`config.mk`:
```
export PLATFORM = sky130hd
export DESIGN_NAME = zoled_pixel_plotter
export DESIGN_NICKNAME = d
export VERILOG_FILES = /design/src/rtl/zoled_pixel_plotter.sv
export SDC_FILE = /design/constraint.sdc
export NUM_CORES = 1
export LEC_CHECK = 0
export CAP_MARGIN = 20
export CORE_ASPECT_RATIO = 1.5
export CORE_MARGIN = 4
export CORE_UTILIZATION = 49
export DETAILED_ROUTE_END_ITERATION = 8
export GPL_ROUTABILITY_DRIVEN = 0
export PLACE_DENSITY = 0.87
export SLEW_MARGIN = 20
export SYNTH_ARGS = -nofsm -noshare
export SYNTH_HDL_FRONTEND = slang
export SYNTH_SLANG_ARGS = --single-unit
```
`constraint.sdc`:
```
create_clock -name clk -period 3.5 [get_ports clk]
set_input_delay 0.7 -clock clk [delete_from_list [all_inputs] [get_ports clk]]
set_output_delay 0.7 -clock clk [all_outputs]
set_load 0.05 [all_outputs]
```
`src/rtl/zoled_pixel_plotter.sv`:
```
// rtl/zoled_pixel_plotter.sv - read-modify-write pixel controller for the OLED framebuffer RAM
// Optional per-page dirty tracking is built when ZOLED_DIRTY_PAGE_EN is defined.
module zoled_pixel_plotter #(
  parameter int COLS   = 128,
  parameter int RD_LAT = 1
) (
  input  logic       clk,
  input  logic       rst_n,
  input  logic       iReqValid,
  output logic       oReqReady,
  input  logic [6:0] iX,
  input  logic [5:0] iY,
  input  logic [1:0] iOp,
  output logic [9:0] oRamAddr,
  output logic       oRamRdEn,
  input  logic [7:0] iRamRdData,
  output logic       oRamWrEn,
  output logic [7:0] oRamWrData,
  output logic       oDone,
  output logic       oErr,
  output logic       oBusy,
  output logic [7:0] oDirtyPages,
  input  logic [7:0] iDirtyClr
);

  typedef enum logic [2:0] {
    S_IDLE,
    S_READ,
    S_WAIT,
    S_WRITE,
    S_ERR
  } state_t;

  localparam logic [7:0] COLS_W    = 8'(COLS);
  localparam logic       WAIT_LAST = 1'(RD_LAT - 1);

  state_t     state;
  logic [7:0] mask_q;
  logic [1:0] op_q;
  logic       wait_cnt;
  logic       in_range;

  assign oReqReady = (state == S_IDLE);
  assign in_range  = ({1'b0, iX} < COLS_W);

  function automatic logic [7:0] apply_op(input logic [7:0] rd, input logic [7:0] m,
                                          input logic [1:0] op);
    case (op)
      2'b00:   return rd & ~m;
      2'b01:   return rd | m;
      2'b10:   return rd ^ m;
      default: return rd;
    endcase
  endfunction

  always_ff @(posedge clk or negedge rst_n) begin
    if (!rst_n) begin
      state      <= S_IDLE;
      oRamAddr   <= 10'd0;
      oRamRdEn   <= 1'b0;
      oRamWrEn   <= 1'b0;
      oRamWrData <= 8'h00;
      oDone      <= 1'b0;
      oErr       <= 1'b0;
      oBusy      <= 1'b0;
      mask_q     <= 8'h00;
      op_q       <= 2'b00;
      wait_cnt   <= 1'b0;
    end else begin
      case (state)
        S_IDLE: begin
          if (iReqValid) begin
            oBusy <= 1'b1;
            if (in_range) begin
              state    <= S_READ;
              oRamAddr <= {iY[5:3], iX};
              mask_q   <= 8'd1 << iY[2:0];
              op_q     <= iOp;
              oRamRdEn <= 1'b1;
            end else begin
              state <= S_ERR;
              oDone <= 1'b1;
              oErr  <= 1'b1;
            end
          end
        end
        S_READ: begin
          oRamRdEn <= 1'b0;
          wait_cnt <= 1'b0;
          state    <= S_WAIT;
        end
        S_WAIT: begin
          // Write data is formed at the capture edge so the RAM sees a registered value.
          if (wait_cnt == WAIT_LAST) begin
            oRamWrData <= apply_op(iRamRdData, mask_q, op_q);
            oRamWrEn   <= 1'b1;
            oDone      <= 1'b1;
            state      <= S_WRITE;
          end else begin
            wait_cnt <= wait_cnt + 1'b1;
          end
        end
        S_WRITE: begin
          oRamWrEn <= 1'b0;
          oDone    <= 1'b0;
          oBusy    <= 1'b0;
          state    <= S_IDLE;
        end
        S_ERR: begin
          oDone <= 1'b0;
          oErr  <= 1'b0;
          oBusy <= 1'b0;
          state <= S_IDLE;
        end
        default: begin
          oRamRdEn <= 1'b0;
          oRamWrEn <= 1'b0;
          oDone    <= 1'b0;
          oErr     <= 1'b0;
          oBusy    <= 1'b0;
          state    <= S_IDLE;
        end
      endcase
    end
  end

`ifdef ZOLED_DIRTY_PAGE_EN
  logic [7:0] page_bit;

  assign page_bit = (state == S_WRITE) ? (8'd1 << oRamAddr[9:7]) : 8'h00;

  // A set in the same cycle as a clear wins so the refresh engine resends that page.
  always_ff @(posedge clk or negedge rst_n) begin
    if (!rst_n) begin
      oDirtyPages <= 8'h00;
    end else begin
      oDirtyPages <= (oDirtyPages & ~iDirtyClr) | page_bit;
    end
  end
`else
  logic unused_dirty_clr;

  assign oDirtyPages      = 8'h00;
  assign unused_dirty_clr = ^iDirtyClr;
`endif

endmodule

```
==> summary.txt, run 1 <==
Clock network
  – Number of setup buffers added after CTS: 0
  – Bufs on Longest Clock Path: 2
  – Clk Latency, worst-skew pair: 0.28 ns
  – CTS root buffer: clkbuf_8
  – Number of gates given a new drive strength after cts: 0
  – CTS tree: done
  – Total clock sinks: 33
  – Clock H-tree levels: 2
  – Clock-pin transition on the worst setup and hold timing paths: 0.06 ns
  – Num CTS Buffers: 5
  – Number of buffers added to fix hold violations after cts: 0

Die
  – Die area: 5010 µm²
  – Die boundary width: 59.2 µm
  – Core region area: 3720 µm²
  – I/O pin cnt: 66
  – Die height: 84.7 µm
  – Number of standard-cell rows in the floorplan: 27
  – Initial Utilization: 51.8%

STA
  – Achievable Freq: 0.369 GHz
  – Final period utilization: 77.3%
  – Final setup violating endpoints: 0
  – Number of max-slew violations in the final report: 0
  – RSZ-0062 raised after global routing: no
  – Normalized max-slew margin: 41.9%
  – Number of hold violations in the final report: 0
  – Final Hold Slack: 0.509 ns
  – Worst clock skew: 0.00196 ns
  – Actual transition at the worst max-transition pin: 0.872 ns
  – Final critical path time including I/O delays and setup: 2.71 ns
  – Total negative setup slack: 0 ns

Drt
  – Via/cell ratio: 5.09
  – Total routed wirelength: 3750 µm
  – Remaining routing DRC violations: 0
  – Pre-Repair DR Iteration Count: 3
  – Total vias in the final route: 1350
  – Average routed wire per standard cell: 14.1 µm
  – Remaining antenna violation count after routing: 0
  – Drt first-iter violations: 3

Global route
  – GRT busiest layer: met2
  – Overall global routing resource usage: 16.7%
  – Via count of the first global-routing pass: 1471
  – Maximum number of pins on one net before global-route repair: 34
  – Met1 Use GR: 17.0%
  – Routing usage on met2: 29.1%
  – Wire length of the first global-routing pass: 6320 µm
  – Remaining global-route overflow: 0
  – Met3 track utilization from global routing: 6.46%
  – Initial antenna violation count: 0

Synthesis
  – Sequential-to-total area share from yosys stat: 42.9%
  – Cells taking the most area after synthesis: dfrtp_1 43%, ha_1 13%, mux2_4 9.4%
  – Netlist cell types: 26
  – Share of the synthesized netlist area taken by xor and xnor gates: 0%
  – Most frequently used flop master after synthesis: dfrtp_1
  – Post-synth top area share: 42.9%
  – Post-synthesis compound-gate area fraction: 11.2%
  – Yosys warning total: 0
  – Adder-cell area share of the yosys netlist: 13.0%
  – Largest family of logic cells by synthesized area: multiplexers
  – Synth Register Bits: 33
  – Proportion of synthesized area in mux cells: 14.1%
  – FFs w/ async S/R, synth: 100%
  – Synthesized instance count: 174
  – Mean instance size in the synthesized netlist: 11.1 µm²
  – Area fraction in and, or, nand and nor cells after synthesis: 6.70%
  – Post-synthesis cell area: 1920 µm²
  – Number of enable flip-flop cells after synthesis: 0
  – Cell type with the highest aggregate area in the netlist: dfrtp_1

Critical path
  – Series of cell instances along the critical path: inv_1 > ha_1 > clkdlybuf4s50_1
  – Launch point of the worst path: state[0]$_DFFE_PN0P_
  – Endpoint type of the worst setup path: output pin
  – Combined buffer and inverter count along the critical path: 2
  – Setup Crit Path Kind: register to output pin
  – Launching element type of the critical path: register
  – Startpoint of the worst-slack reg-to-reg timing path: state[0]$_DFFE_PN0P_
  – CP Data Arrival Time: 2.01 ns
  – Cell type of the slowest stage on the worst timing path: clkdlybuf4s50_1
  – Data required, critical path: 2.80 ns
  – Family of cells with the greatest summed delay on the critical path: buffers and inverters
  – Top fanout value on the critical path: 8
  – Slowest cell delay on critical path: 0.87 ns

Final layout
  – Leading cell type in the layout, fill and taps excluded: clkdlybuf4s50_1
  – Syn-to-layout area delta: 27.5%
  – Layout cell share with drive strength beyond 1: 9.01%
  – Diodes inserted: 0
  – Most used cells in the layout excluding fill and tap cells: 48 x clkdlybuf4s50_1, 33 x dfrtp_1, 28 x inv_1
  – Fin nets: 275

Job
  – Number of maximum-capacitance constraint violations: 0

Worst hold path
  – Min-delay worst type: register to register
  – Hold Startpoint: mask_q[6]$_DFFE_PN0P_

Status
  – Outcome: finished clean

Power
  – Max rail drop VDD: 0.662 mV
  – Pleak: 1.18 nW
  – Total power: 2.41 mW
  – Power per Cell Area: 982 nW/µm²

Placed design
  – DPL Wire Length: 2760 µm
  – PortBufs: 48
==> worst register-to-register path: stages (launching register included) <==
cell and delay (ns):
dfrtp_1 0.41, inv_1 0.10, ha_1 0.47, nor2b_1 0.54, o211ai_1 0.22, o221ai_1 0.11
==> metal layers <==
layer | vias to the layer above | part of all wire [%]
li1 | 661 | -
met1 | 636 | 38
met2 | 46 | 53
met3 | 7 | 7.1
met4 | 0 | 2.2
met5 | - | 0
==> flip-flops by register name, indices dropped and copies added (netlist names) <==
| name | flops |
|---|---|
| mask_q | 8 |
| oBusy | 1 |
| oRamAddr | 10 |
| oRamRdEn | 1 |
| oRamWrData | 8 |
| oRamWrEn | 1 |
| op_q | 2 |
| state | 2 |
==> worst paths after layout <==
path                                                   to  slack [ns]  cells past startpoint
worst max-delay path                            oReqReady        0.79                      3
worst min-delay path                mask_q[6]$_DFFE_PN0P_        0.51                      1
worst max register to register  oRamWrData[6]$_DFFE_PN0P_        1.57                      5
worst min register to register      mask_q[6]$_DFFE_PN0P_        0.51                      1
max in group asynchronous       oRamWrData[2]$_DFFE_PN0P_        2.39                      2
min in group asynchronous               oBusy$_DFFE_PN0P_        0.81                      2
==> power by group <==
part	switching [mW]	total [mW]	internal [mW]
sequential	0.151	0.718	0.568
combinational	0.834	1.42	0.583
clock	0.131	0.272	0.141
==> area by class of cell <==
| cell class | count | area (µm²) |
|---|---|---|
| tap | 43 | 53.8 |
| fill | 281 | 1260 |
| clock buffer | 8 | 80.1 |
| sequential | 33 | 826 |
| multi-input combinational | 104 | 900 |
| inverter | 28 | 105 |
| timing repair buffer | 49 | 488 |
==> cells in the mapped netlist (3+ instances only) <==
library cell / count
a22o_1: 6
buf_4: 10
dfrtp_1: 33
ha_1: 20
inv_1: 28
mux2_4: 12
mux2i_1: 8
nand2_1: 10
nor2_1: 3
nor2b_1: 6
nor3_1: 3
o211ai_1: 6
o21ai_0: 5
o221ai_1: 8
==> through the flow <==
stage          util [%]  std cells  setup slack (ns)  area (µm²)
2_1_floorplan         -        182              1.67        1950
3_5_place_dp       63.8        257              1.09        2370
3_3_place_gp       63.8        257              1.12        2370
5_1_grt            66.0        265             0.695        2450
4_1_cts            66.0        265             0.781        2450
6_report           66.0        265             0.793        2450
==> logic make-up after synthesis <==
group / Yosys count
AOI/OAI and AO/OA: 28
adders and majority gates: 20
buffers and inverters: 45
DFF: 33
muxes: 21
other: 1
and+or+nand+nor: 26
(Power assumes the default switching activity.)
==> inputs of run 2 (changes only) <==
--- a/config.mk
+++ b/config.mk
@@ -8,10 +8,10 @@
 export CAP_MARGIN = 20
 export CORE_ASPECT_RATIO = 1.5
 export CORE_MARGIN = 4
-export CORE_UTILIZATION = 49
+export CORE_UTILIZATION = 45
 export DETAILED_ROUTE_END_ITERATION = 8
 export GPL_ROUTABILITY_DRIVEN = 0
-export PLACE_DENSITY = 0.87
+export PLACE_DENSITY = 0.8
 export SLEW_MARGIN = 20
 export SYNTH_ARGS = -nofsm -noshare
 export SYNTH_HDL_FRONTEND = slang
==> constraint.sdc (replaced) <==
create_clock -name clk -period 2.83 [get_ports clk]
set_input_delay 0.566 -clock clk [delete_from_list [all_inputs] [get_ports clk]]
set_output_delay 0.566 -clock clk [all_outputs]
set_load 0.05 [all_outputs]
==> run 2 against run 1 <==
- count of clock-buffer cells in the layout shrank 1
- sequential cell count is the same
- design area grew 1.6%
- combinational power grew 23%
- clock power grew 66%
- largest cell class unchanged
- non-clock buffer count is the same
- via count grew 0.81%
- critical endpoint unchanged
- die area grew 7.9%
==> summary.txt, run 2 (synthesized netlist as in run 1, its figures left out) <==
Status
  – Outcome: finished clean

Critical path
  – Cell type of the slowest stage on the worst timing path: clkdlybuf4s50_1
  – Combined buffer and inverter count along the critical path: 2
  – Number of cell instances on the worst register-to-register path: 5
  – Endpoint type of the worst setup path: output pin
  – Setup Crit Path Kind: register to output pin
  – Critical path depth in cells: 3
  – Series of cell instances along the critical path: inv_1 > ha_1 > clkdlybuf4s50_1
  – Launching element type of the critical path: register
  – Top fanout value on the critical path: 8
  – CP Data Arrival Time: 1.98 ns
  – Family of cells with the greatest summed delay on the critical path: buffers and inverters
  – Data required, critical path: 2.26 ns
  – Slowest cell delay on critical path: 0.87 ns

Clock network
  – Clk Latency, worst-skew pair: 0.28 ns
  – Number of setup buffers added after CTS: 0
  – Total clock sinks: 33
  – Bufs on Longest Clock Path: 2
  – Num CTS Buffers: 5
  – Number of buffers added to fix hold violations after cts: 0
  – Clock H-tree levels: 2
  – CTS root buffer: clkbuf_8
  – Clock-pin transition on the worst setup and hold timing paths: 0.07 ns
  – Number of gates given a new drive strength after cts: 0
  – CTS tree: done

Worst hold path
  – Min-delay worst type: register to register
  – Hold Crit Depth: 2

Die
  – I/O pin cnt: 66
  – Initial Utilization: 47.7%
  – Die boundary width: 61.4 µm
  – Number of standard-cell rows in the floorplan: 28
  – Die area: 5400 µm²
  – Die height: 88.1 µm
  – Core region area: 4030 µm²

Drt
  – Drt first-iter violations: 20
  – Pre-Repair DR Iteration Count: 4
  – Average routed wire per standard cell: 13.1 µm
  – Remaining antenna violation count after routing: 0
  – Total routed wirelength: 3490 µm
  – Via/cell ratio: 5.10
  – Remaining routing DRC violations: 0
  – Total vias in the final route: 1361

Power
  – Pleak: 1.19 nW
  – Total power: 3.08 mW
  – Power per Cell Area: 1240 nW/µm²
  – Max rail drop VDD: 0.931 mV

Global route
  – Via count of the first global-routing pass: 1425
  – Met1 Use GR: 17.0%
  – Initial antenna violation count: 0
  – Routing usage on met2: 25.6%
  – Met3 track utilization from global routing: 4.57%
  – Remaining global-route overflow: 0
  – Wire length of the first global-routing pass: 6110 µm
  – Maximum number of pins on one net before global-route repair: 34
  – GRT busiest layer: met2
  – Overall global routing resource usage: 14.8%

STA
  – Worst clock skew: 0.00359 ns
  – Final setup violating endpoints: 0
  – Number of max-slew violations in the final report: 0
  – Normalized max-slew margin: 42.2%
  – RSZ-0062 raised after global routing: no
  – Total negative setup slack: 0 ns
  – Final period utilization: 89.9%
  – Final Hold Slack: 0.494 ns
  – Actual transition at the worst max-transition pin: 0.867 ns
  – Achievable Freq: 0.393 GHz
  – Final critical path time including I/O delays and setup: 2.54 ns
  – Number of hold violations in the final report: 0

Final layout
  – Fin nets: 275
  – Max FFs per register: 10
  – Layout cell share with drive strength beyond 1: 9.91%
  – Syn-to-layout area delta: 29.5%
  – Leading cell type in the layout, fill and taps excluded: clkdlybuf4s50_1
  – Diodes inserted: 0
  – Final Cell Area: 2490 µm²
  – Most used cells in the layout excluding fill and tap cells: 48 x clkdlybuf4s50_1, 33 x dfrtp_1, 28 x inv_1
  – Register containing the most flip-flops in the final layout: oRamAddr
  – Largest registers: oRamAddr: 10 flops, mask_q: 8 flops, oRamWrData: 8 flops
  – Util after Layout: 61.8%

Placed design
  – PortBufs: 48
  – Cell area reported after detailed placement: 2370 µm²
  – DPL Wire Length: 2630 µm

Job
  – Number of maximum-capacitance constraint violations: 0
run 2: cell type report:
cell class	count	area [µm²]
fillers	321	1540
inverters	28	105
flip-flops and latches	33	826
well taps	45	56.3
multi-input cells	104	900
repair buffers	49	488
clock buffers	7	86.3
clock inverters	1	30.0
run 2: tightest hold or removal path, delay by kind of cell (launching register included):
| family | cells | cell delay [ns] |
|---|---|---|
| flops | 1 | 0.35 |
| simple gates | 1 | 0.05 |
| compound gates | 1 | 0.06 |
run 2: worst paths after layout:
path                                       startpoint                         to  slack (ns)
worst max-delay path             state[0]$_DFFE_PN0P_                  oReqReady        0.29
worst min-delay path            mask_q[7]$_DFFE_PN0P_      mask_q[7]$_DFFE_PN0P_        0.49
worst max register to register   state[0]$_DFFE_PN0P_  oRamWrData[3]$_DFFE_PN0P_        0.89
worst min register to register  mask_q[7]$_DFFE_PN0P_      mask_q[7]$_DFFE_PN0P_        0.49
max in group asynchronous                       rst_n  oRamWrData[3]$_DFFE_PN0P_        1.83
min in group asynchronous                       rst_n    oRamAddr[2]$_DFFE_PN0P_        0.68
run 2: layer usage:
metal	vias to the layer above	wire length (µm)
li1	661	-
met1	648	1430
met2	45	1740
met3	7	270
met4	0	53
met5	-	0
run 2: power breakdown:
group          internal [mW]  leakage (nW)  switching (mW)  total [mW]
logic                  0.720         0.726            1.02        1.74
clock network          0.287        0.0585           0.164       0.451
registers              0.702         0.410           0.181       0.883
total                   1.71          1.19            1.37        3.08
run 2: per-stage QoR:
stage	worst slack [ns]	cells
floorplan	0.996	182
global placement	0.594	259
detailed placement	0.603	259
CTS	0.278	267
global route	0.192	267
finish	0.285	267
